==> config.mk <==
export PLATFORM = sky130hd
export DESIGN_NAME = demux_stream_n_ch
export DESIGN_NICKNAME = d
export VERILOG_FILES = /design/src/rtl/demux_stream_n_ch.sv
export SDC_FILE = /design/constraint.sdc
export NUM_CORES = 1
export LEC_CHECK = 0
export ABC_AREA = 1
export CAP_MARGIN = 30
export CORE_ASPECT_RATIO = 1.1
export CORE_MARGIN = 4
export CORE_UTILIZATION = 48
export DETAILED_ROUTE_END_ITERATION = 8
export PLACE_DENSITY = 0.93
export SETUP_SLACK_MARGIN = 0.05
export SKIP_CTS_REPAIR_TIMING = 1
export SLEW_MARGIN = 20
export SYNTH_ARGS = -nofsm -noshare
export SYNTH_HDL_FRONTEND = slang
export SYNTH_SLANG_ARGS = --single-unit
==> constraint.sdc <==
create_clock -name clk -period 3.7 [get_ports clk]
set_clock_uncertainty 0.2 [all_clocks]
set_input_delay 0.74 -clock clk [delete_from_list [all_inputs] [get_ports clk]]
set_output_delay 0.74 -clock clk [all_outputs]
set_load 0.05 [all_outputs]
==> src/rtl/demux_stream_n_ch.sv <==
// Registered 1-to-M stream demux: one output register per channel,
// so a stalled consumer only blocks words aimed at its own channel.
module demux_stream_n_ch #(
  parameter int N = 8,
  parameter int M = 4
) (
  input  logic           clk,
  input  logic           rst_n,
  input  logic [N-1:0]   a,
  input  logic [$clog2(M)-1:0] s,
  input  logic           in_valid,
  output logic           in_ready,
  output logic [M*N-1:0] z,
  output logic [M-1:0]   out_valid,
  input  logic [M-1:0]   out_ready,
  output logic           err,
  input  logic           err_clr
);

  localparam int SW = $clog2(M);
  localparam logic [SW:0] LM = (SW+1)'(M);

  logic         w_legal;
  logic         w_acc;
  logic         w_bad_acc;
  logic [M-1:0] w_hit;
  logic [M-1:0] w_free;
  logic         r_err;

  // Out-of-range selects are always consumed so they cannot wedge the input.
  assign w_legal   = ({1'b0, s} < LM);
  assign in_ready  = !w_legal | (|(w_hit & w_free));
  assign w_acc     = in_valid & in_ready;
  assign w_bad_acc = w_acc & !w_legal;

  genvar g;
  for (g = 0; g < M; g++) begin : g_ch
    logic [N-1:0] r_d;
    logic         r_v;

    assign w_hit[g]  = w_legal & (s == SW'(g));
    assign w_free[g] = !r_v | out_ready[g];

    always_ff @(posedge clk or negedge rst_n) begin
      if (!rst_n) begin
        r_d <= '0;
        r_v <= 1'b0;
      end else if (w_acc & w_hit[g]) begin
        r_d <= a;
        r_v <= 1'b1;
      end else if (out_ready[g]) begin
        r_v <= 1'b0;
      end
    end

    assign z[g*N +: N]  = r_d;
    assign out_valid[g] = r_v;
  end

  always_ff @(posedge clk or negedge rst_n) begin
    if (!rst_n) begin
      r_err <= 1'b0;
    end else if (w_bad_acc) begin
      r_err <= 1'b1;
    end else if (err_clr) begin
      r_err <= 1'b0;
    end
  end

  assign err = r_err;

endmodule

==> impl_metrics.csv, run 1 <==
group,metric,value,unit
pwr,clkPwrFrac,16.4,%
timing,max_freq,314,MHz
clock_network,cts_root_buf,"clkbuf_4",
pwr,p_comb_share,44.8,%
route,antenna_left,0,
floorplanning,dieHeight,68.6,um
placed_design,io_buffers,53,
finish,syn_to_final_growth,36.6,%
timing,worst_pin_slew,748,ps
setup_path,cp-end-kind,"output pin",
pwr,seqPwrFrac,38.8,%
setup_path,worstPathRequired,2760,ps
timing,hold_viol_final,0,
grt,antenna_found_initial,0,
floorplanning,row_count,21,
finish,nets,247,
pwr,p_leak,0.00109,uW
finish,final_common_cell,"nand2_1",
finish,num_antenna_cells,0,
timing,slew_headroom,50.0,%
setup_path,r2r_start,"g_ch[2].r_v",
timing,holdWs,278,ps
timing,fin_crit_sh,86.0,%
pwr,powerDensity,604,nW/um^2
route,viasPerCell,5.16,
clock_network,h-tree-depth,2,
setup_path,slowest_delay,540,ps
route,drc,0,
grt,grt_pass1_vias,1304,
setup_path,crit_path_frequent_cell,"nand2_1",
logic_synthesis,seq_area_frac_synth,56.3,%
timing,post-route-min-period,3180,ps
route,wl_per_cell,14.1,um
floorplanning,initial_utilization,51.2,%
pwr,ir_drop,406,uV
flow_run,maxCapViolCount,0,
placed_design,dp_hpwl,2.68,mm
clock_network,clkLatencyLatePin,340,ps
logic_synthesis,synth_area,1600,um^2
logic_synthesis,synth_seq_cells,36,
min_path,hp-start,"g_ch[1].r_d[1]",
clock_network,cts_tree,"built",
setup_path,crit_path_start_kind,"input port",
run_status,status,"finished, final reports clean",
timing,setup_violations,0,
route,vias,1363,
logic_synthesis,avgSynthCellArea,9.05,um^2
logic_synthesis,synth_cell_types,14,
clock_network,cts_made_buffers,5,
clock_network,clock_sinks,36,
timing,tns,0,ps
route,routed_wirelength,3.73,mm
route,dr.first_iter.drc_count,48,
grt,grt_max_degree,37,
min_path,hp-class,"flop to flop",
timing,rsz0062_at_grt,"no",
grt,grt_remaining_overflow,0,
grt,track_usage,18.2,%
setup_path,cp_cell_sequence,"clkdlybuf4s50_1 -> nand2_1 -> clkinv_1 -> nand2_1 -> nand2_1 -> inv_1 -> nand2_4 -> buf_12",
floorplanning,die_area,4330,um^2
pwr,p_switching,571,uW
pwr,power.total,1320,uW
setup_path,critPathArrivalTime,2240,ps
setup_path,cp-startpoint,"s[0]",
logic_synthesis,syn-instance-count,177,
setup_path,worst_path_max_delay_cell,"clkdlybuf4s50_1",
pwr,swShare,43.3,%
logic_synthesis,synth_nets,195,
floorplanning,core_area,3130,um^2
setup_path,crit_path_max_fanout,20,
floorplanning,pin_count,56,
clock_network,path_clk_slew,100,ps
setup_path,crit_type,"input port to output pin",
placed_design,routabilityCongestion,0.800,
route,first_pass_iters,4,
finish,finish.utilization,69.9,%
logic_synthesis,yosys_warnings,0,
finish,drive_gt1_share,9.13,%
floorplanning,die_w,63.1,um
finish,final_cell_mix,"nand2_1 (79), clkdlybuf4s50_1 (52), dfrtp_1 (36)",
clock_network,cts_buffer_depth,2,
pwr,internal_power,749,uW
grt,grt_pass1_wl,5.97,mm
timing,slew_viol_final,0,
[flip-flops by register name (all words and copies together), names as in the netlist]
signal    count
g_ch.r_d     32
g_ch.r_v      4
[cell families (layout without fill, tap and decap cells)]
group,count (synthesis),in the layout,synth area share [%]
other,1,1,0.234
flip-flops,36,36,56.2
buffers and inverters,21,74,7.50
AND/OR/NAND/NOR,119,119,36.0
[power by group through the flow]
| stage | Clock (uW) | Combinational (uW) | Sequential [uW] |
|---|---|---|---|
| after floorplan | 0 | 122 | 780 |
| after global placement | 0 | 587 | 518 |
| after detailed placement | 0 | 595 | 520 |
| after CTS | 223 | 596 | 513 |
| after global routing | 238 | 621 | 523 |
| final | 217 | 591 | 512 |
[cell type report]
cell class	instances	area (um^2)
fill	234	940
sequential	36	901
multi-input combinational	120	581
timing repair buffer	57	571
clock buffer	8	58.8
tap	34	42.5
inverter	9	33.8
[Yosys cell counts, drive strengths merged]
| library cell | count | area, um^2 |
|---|---|---|
| nand2 | 80 | 308 |
| dfrtp | 36 | 901 |
| nand4 | 32 | 200 |
| buf | 8 | 71.3 |
| inv | 8 | 30.0 |
| clkbuf | 4 | 15.0 |
| nand3 | 4 | 40.0 |
| nor2 | 3 | 28.8 |
| clkinv | 1 | 3.75 |
| conb | 1 | 3.75 |
[path summary, 6_finish.rpt]
path                       slack [ps]  cells after the start             end
hold / removal                    280                      2  g_ch[1].r_d[1]
max in group asynchronous        2370                      2  g_ch[0].r_d[3]
hold reg to reg                   280                      2  g_ch[1].r_d[1]
setup / recovery                  520                      8        in_ready
setup reg to reg                 1880                      9  g_ch[1].r_d[7]
min in group asynchronous         610                      2  g_ch[1].r_d[1]
[layer usage]
layer	vias up	track usage (%)	wire length (um)
li1	687	-	-
met1	621	22.7	1650
met2	51	31.1	1760
met3	4	4.21	283
met4	0	7.44	35
met5	-	0	0
[worst max-delay path: cells and delay by family]
family | cells | cell delay [ps]
buf+inv | 4 | 1030
simple gates | 4 | 470
[stage by stage]
step	worst slack, ps	cell area (um^2)	instances
2_1_floorplan	1240	1600	177
3_3_place_gp	528	2130	256
3_5_place_dp	523	2130	256
4_1_cts	517	2190	264
5_1_grt	353	2190	264
6_report	520	2190	264
Power figures use the tool's default switching activity.
==> run 2, diff against run 1 <==
--- a/config.mk
+++ b/config.mk
@@ -10,8 +10,9 @@
 export CORE_ASPECT_RATIO = 1.1
 export CORE_MARGIN = 4
 export CORE_UTILIZATION = 48
+export CTS_CLUSTER_SIZE = 8
 export DETAILED_ROUTE_END_ITERATION = 8
-export PLACE_DENSITY = 0.93
+export PLACE_DENSITY = 0.94
 export SETUP_SLACK_MARGIN = 0.05
 export SKIP_CTS_REPAIR_TIMING = 1
 export SLEW_MARGIN = 20
==> run 2 against run 1 <==
Compared with the run above: clock power is 2% lower; fmax is 4.0% higher; worst setup slack better by 120 ps; sequential power hardly changed; global-route usage is 0.28 points higher; die area stayed put; routed wire length is 0.32% higher; first-iteration DRC count is 19% higher.
==> impl_metrics.csv, run 2 (synthesized netlist as in run 1, its figures left out) <==
group,metric,value,unit
timing,slew_headroom,65.4,%
setup_path,r2r_start,"g_ch[0].r_v",
setup_path,crit_path_frequent_cell,"nand2_1",
setup_path,cp_cell_sequence,"clkdlybuf4s50_1 -> nand2_1 -> clkinv_1 -> nand2_1 -> nand2_1 -> inv_1 -> nand2_4 -> buf_12",
setup_path,crit_family,"buffers and inverters",
clock_network,clock_sinks,36,
grt,grt_remaining_overflow,0,
finish,final_cell_mix,"nand2_1 (79), clkdlybuf4s50_1 (52), dfrtp_1 (36)",
min_path,hp-class,"flop to flop",
grt,track_usage,18.5,%
timing,post-route-min-period,3060,ps
timing,worst_pin_slew,518,ps
pwr,clkPwrFrac,16.1,%
setup_path,crit_buf_inv,4,
placed_design,dp_slack,650,ps
setup_path,worstPathRequired,2760,ps
grt,grt_max_degree,37,
timing,rsz0062_at_grt,"no",
clock_network,path_clk_slew,100,ps
finish,largest_reg_flops,32,
floorplanning,die_w,63.1,um
floorplanning,row_count,21,
finish,finish.utilization,69.9,%
pwr,swShare,43.1,%
pwr,ir_drop,333,uV
pwr,p_switching,567,uW
timing,tns,0,ps
setup_path,slowest_delay,540,ps
placed_design,io_buffers,53,
clock_network,cts_buffer_depth,2,
clock_network,clkLatencyLatePin,330,ps
finish,nets,247,
pwr,p_comb_share,44.9,%
placed_design,routabilityCongestion,0.813,
grt,grt_pass1_vias,1249,
setup_path,cp-startpoint,"s[0]",
timing,fin_crit_sh,82.6,%
pwr,seqPwrFrac,38.9,%
floorplanning,initial_utilization,51.2,%
floorplanning,pin_count,56,
setup_path,crit_type,"input port to output pin",
route,dr.first_iter.drc_count,57,
timing,hold_viol_final,0,
floorplanning,dieHeight,68.6,um
route,vias,1386,
clock_network,cts_tree,"built",
setup_path,worst_path_max_delay_cell,"clkdlybuf4s50_1",
route,routed_wirelength,3.74,mm
finish,top_register,"g_ch.r_d",
setup_path,reg2reg_slack,1870,ps
clock_network,cts_root_buf,"clkbuf_4",
setup_path,cp-end-kind,"output pin",
finish,reg_top3,"g_ch.r_d x32, g_ch.r_v x4",
timing,setup_ws,642,ps
clock_network,h-tree-depth,2,
placed_design,dp_hpwl,2.65,mm
floorplanning,die_area,4330,um^2
route,viasPerCell,5.25,
run_status,status,"finished, final reports clean",
pwr,p_leak,0.00109,uW
route,drc,0,
min_path,hp-start,"g_ch[1].r_d[1]",
grt,antenna_found_initial,0,
finish,drive_gt1_share,9.13,%
finish,num_antenna_cells,0,
setup_path,critPathArrivalTime,2120,ps
pwr,internal_power,750,uW
grt,grt_pass1_wl,6.02,mm
timing,setup_violations,0,
setup_path,crit_path_start_kind,"input port",
route,first_pass_iters,4,
route,antenna_left,0,
setup_path,crit_path_max_fanout,10,
timing,slew_viol_final,0,
timing,max_freq,327,MHz
flow_run,maxCapViolCount,0,
pwr,powerDensity,602,nW/um^2
route,wl_per_cell,14.2,um
clock_network,cts_made_buffers,5,
floorplanning,core_area,3130,um^2
finish,final_common_cell,"nand2_1",
finish,syn_to_final_growth,36.6,%
run 2: cell counts in the layout (fill, tap and decap cells not counted):
Identical to the previous run, type by type.
run 2: final timing paths:
path,endpoint,depth (start not counted)
max reg2reg,g_ch[2].r_d[2],9
max in group asynchronous,g_ch[3].r_d[7],2
max,in_ready,8
min,g_ch[1].r_d[1],2
min in group asynchronous,g_ch[0].r_d[7],2
min reg2reg,g_ch[1].r_d[1],2
run 2: area by class of cell:
| class | instances | area (um^2) |
|---|---|---|
| repair buffers | 57 | 571 |
| inverters | 9 | 33.8 |
| clock buffers | 8 | 58.8 |
| fillers | 233 | 940 |
| well taps | 34 | 42.5 |
| multi-input cells | 120 | 581 |
| flip-flops and latches | 36 | 901 |
run 2: power by group through the flow:
stage	Sequential, uW	Clock, uW	Combinational, uW
after floorplan	780	0	122
after global placement	519	0	588
after detailed placement	519	0	595
after CTS	513	221	596
after global routing	524	237	622
final	513	213	592
run 2: per-layer routing:
layer / part of all wire (%) / routed length, um / GRT usage (%)
met2: 48 / 1800 / 30.3
met3: 9.6 / 361 / 6.00
met1: 41 / 1530 / 23.0
met5: 0 / 0 / 0
met4: 1.4 / 53 / 7.44
run 2: through the flow:
stage	total power [uW]	cells	hold WS, ps	area (um^2)
6_report	1320	264	282	2190
5_1_grt	1380	264	300	2190
4_1_cts	1330	264	283	2190
3_5_place_dp	1110	256	258	2130
3_3_place_gp	1110	256	255	2130
2_1_floorplan	902	177	244	1600
run 2: tightest hold or removal path: stages, from the launching register on:
cell and delay, ps:
dfrtp_1 360, nand2_1 60, nand2_1 50
==> run 3, diff against run 2 <==
--- a/config.mk
+++ b/config.mk
@@ -9,10 +9,10 @@
 export CAP_MARGIN = 30
 export CORE_ASPECT_RATIO = 1.1
 export CORE_MARGIN = 4
-export CORE_UTILIZATION = 48
+export CORE_UTILIZATION = 40
 export CTS_CLUSTER_SIZE = 8
 export DETAILED_ROUTE_END_ITERATION = 8
-export PLACE_DENSITY = 0.94
+export PLACE_DENSITY = 0.85
 export SETUP_SLACK_MARGIN = 0.05
 export SKIP_CTS_REPAIR_TIMING = 1
 export SLEW_MARGIN = 20
==> constraint.sdc (replaced) <==
create_clock -name clk -period 2.8 [get_ports clk]
set_clock_uncertainty 0.2 [all_clocks]
set_input_delay 0.56 -clock clk [delete_from_list [all_inputs] [get_ports clk]]
set_output_delay 0.56 -clock clk [all_outputs]
set_load 0.05 [all_outputs]
==> run 3 against run 2 <==
Compared with the run above: cell count increased by 8.0%; non-clock buffer count grew 6; via count shrank 1.7%; clock power increased by 82%; first-iteration DRC count increased by 39%; routed wire length up 0.88%; core utilization fell by 8.7 points; clock-buffer cell count decreased by 1; flip-flop and latch count did not move; combinational power up 33%; largest cell class unchanged.
==> impl_metrics.csv, run 3 (synthesized netlist as in run 1, its figures left out) <==
group,metric,value,unit
run_status,status,"finished, final reports clean",
timing,tns,0,ps
timing,worst_pin_slew,522,ps
grt,grt_pass1_wl,6.01,mm
finish,drive_gt1_share,11.9,%
clock_network,path_clk_slew,60,ps
route,vias,1363,
grt,track_usage,16.6,%
setup_path,crit_path_max_fanout,4,
timing,max_freq,408,MHz
timing,post-route-min-period,2450,ps
route,wl_per_cell,13.2,um
floorplanning,dieHeight,74.4,um
setup_path,cp-end-kind,"output pin",
grt,grt_max_degree,37,
pwr,power.total,1850,uW
route,dr.first_iter.drc_count,79,
min_path,hp-class,"flop to flop",
setup_path,crit_type,"input port to output pin",
finish,n_fill_cell,334,
floorplanning,initial_utilization,42.8,%
setup_path,crit_path_start_kind,"input port",
clock_network,h-tree-depth,2,
setup_path,worstPathRequired,2040,ps
grt,antenna_found_initial,0,
grt,grt_pass1_vias,1261,
timing,setup_violations,0,
placed_design,routabilityCongestion,0.775,
placed_design,dp_slack,232,ps
floorplanning,die_w,68.3,um
clock_network,clkLatencyLatePin,290,ps
setup_path,reg2reg_slack,1080,ps
timing,slew_viol_final,0,
timing,holdWs,272,ps
min_path,whs_path_depth,2,
finish,syn_to_final_growth,43.0,%
route,drc,0,
route,viasPerCell,4.78,
timing,setup_ws,346,ps
clock_network,cts_tree,"built",
placed_design,dp_hpwl,2.75,mm
clock_network,cts_root_buf,"clkbuf_8",
flow_run,maxCapViolCount,0,
floorplanning,core_area,3740,um^2
placed_design,io_buffers,53,
finish,reg_top3,"g_ch.r_d x32, g_ch.r_v x4",
pwr,p_leak,0.00114,uW
clock_network,cts_buffer_depth,2,
setup_path,r2r_cells,9,
clock_network,cts_made_buffers,5,
route,first_pass_iters,4,
finish,nets,253,
timing,rsz0062_at_grt,"no",
timing,hold_viol_final,0,
route,antenna_left,0,
finish,largest_reg_flops,32,
timing,fin_crit_sh,87.6,%
timing,slew_headroom,65.1,%
finish,num_antenna_cells,0,
setup_path,critPathArrivalTime,1690,ps
floorplanning,die_area,5080,um^2
floorplanning,pin_count,56,
pwr,powerDensity,809,nW/um^2
finish,final_common_cell,"nand2_1",
clock_network,clock_sinks,36,
finish,final_cell_mix,"nand2_1 (79), clkdlybuf4s50_1 (52), dfrtp_1 (36)",
floorplanning,row_count,23,
grt,grt_remaining_overflow,0,
route,routed_wirelength,3.77,mm
pwr,ir_drop,355,uV
finish,top_register,"g_ch.r_d",
==> run 3: per-layer routing <==
layer,up-vias,GRT usage [%],wire (um)
met4,0,7.51,67
li1,695,-,-
met3,7,5.89,245
met2,38,25.7,1840
met1,623,20.8,1630
met5,-,0,0
==> run 3: cell type report <==
type	instances	area, um^2	area share (%)
inverter	9	33.8	1.48
clock buffer	7	96.3	4.21
sequential	36	901	39.3
multi-input combinational	120	581	25.4
timing repair buffer	63	616	26.9
tap	50	62.6	2.73
==> run 3: worst paths after layout <==
path / to / from
setup reg to reg: g_ch[1].r_d[5] / g_ch[0].r_v
hold reg to reg: g_ch[2].r_d[0] / g_ch[2].r_d[0]
max in group asynchronous: g_ch[2].r_d[4] / rst_n
min in group asynchronous: g_ch[3].r_d[7] / rst_n
setup / recovery: in_ready / s[1]
hold / removal: g_ch[2].r_d[0] / g_ch[2].r_d[0]
==> run 3: worst max-delay path, stage by stage <==
cell             delay (ps)
clkdlybuf4s50_1         580
inv_1                   100
nor2_4                  100
nand2_1                  50
nand2_1                  50
inv_1                    60
nand2_4                  70
buf_12                  130
==> run 3: where the power goes <==
part           internal, uW  switching (uW)  total [uW]
logic                   252             536         787
registers               622            56.2         679
clock network           219             169         387
total                  1090             761        1850
==> run 3: metrics by stage <==
step | util (%) | cell area [um^2] | cells
finish | 61.2 | 2290 | 285
global route | 61.2 | 2290 | 285
CTS | 61.2 | 2290 | 285
detailed placement | 58.6 | 2190 | 278
global placement | 58.6 | 2190 | 278
floorplan | - | 1600 | 177
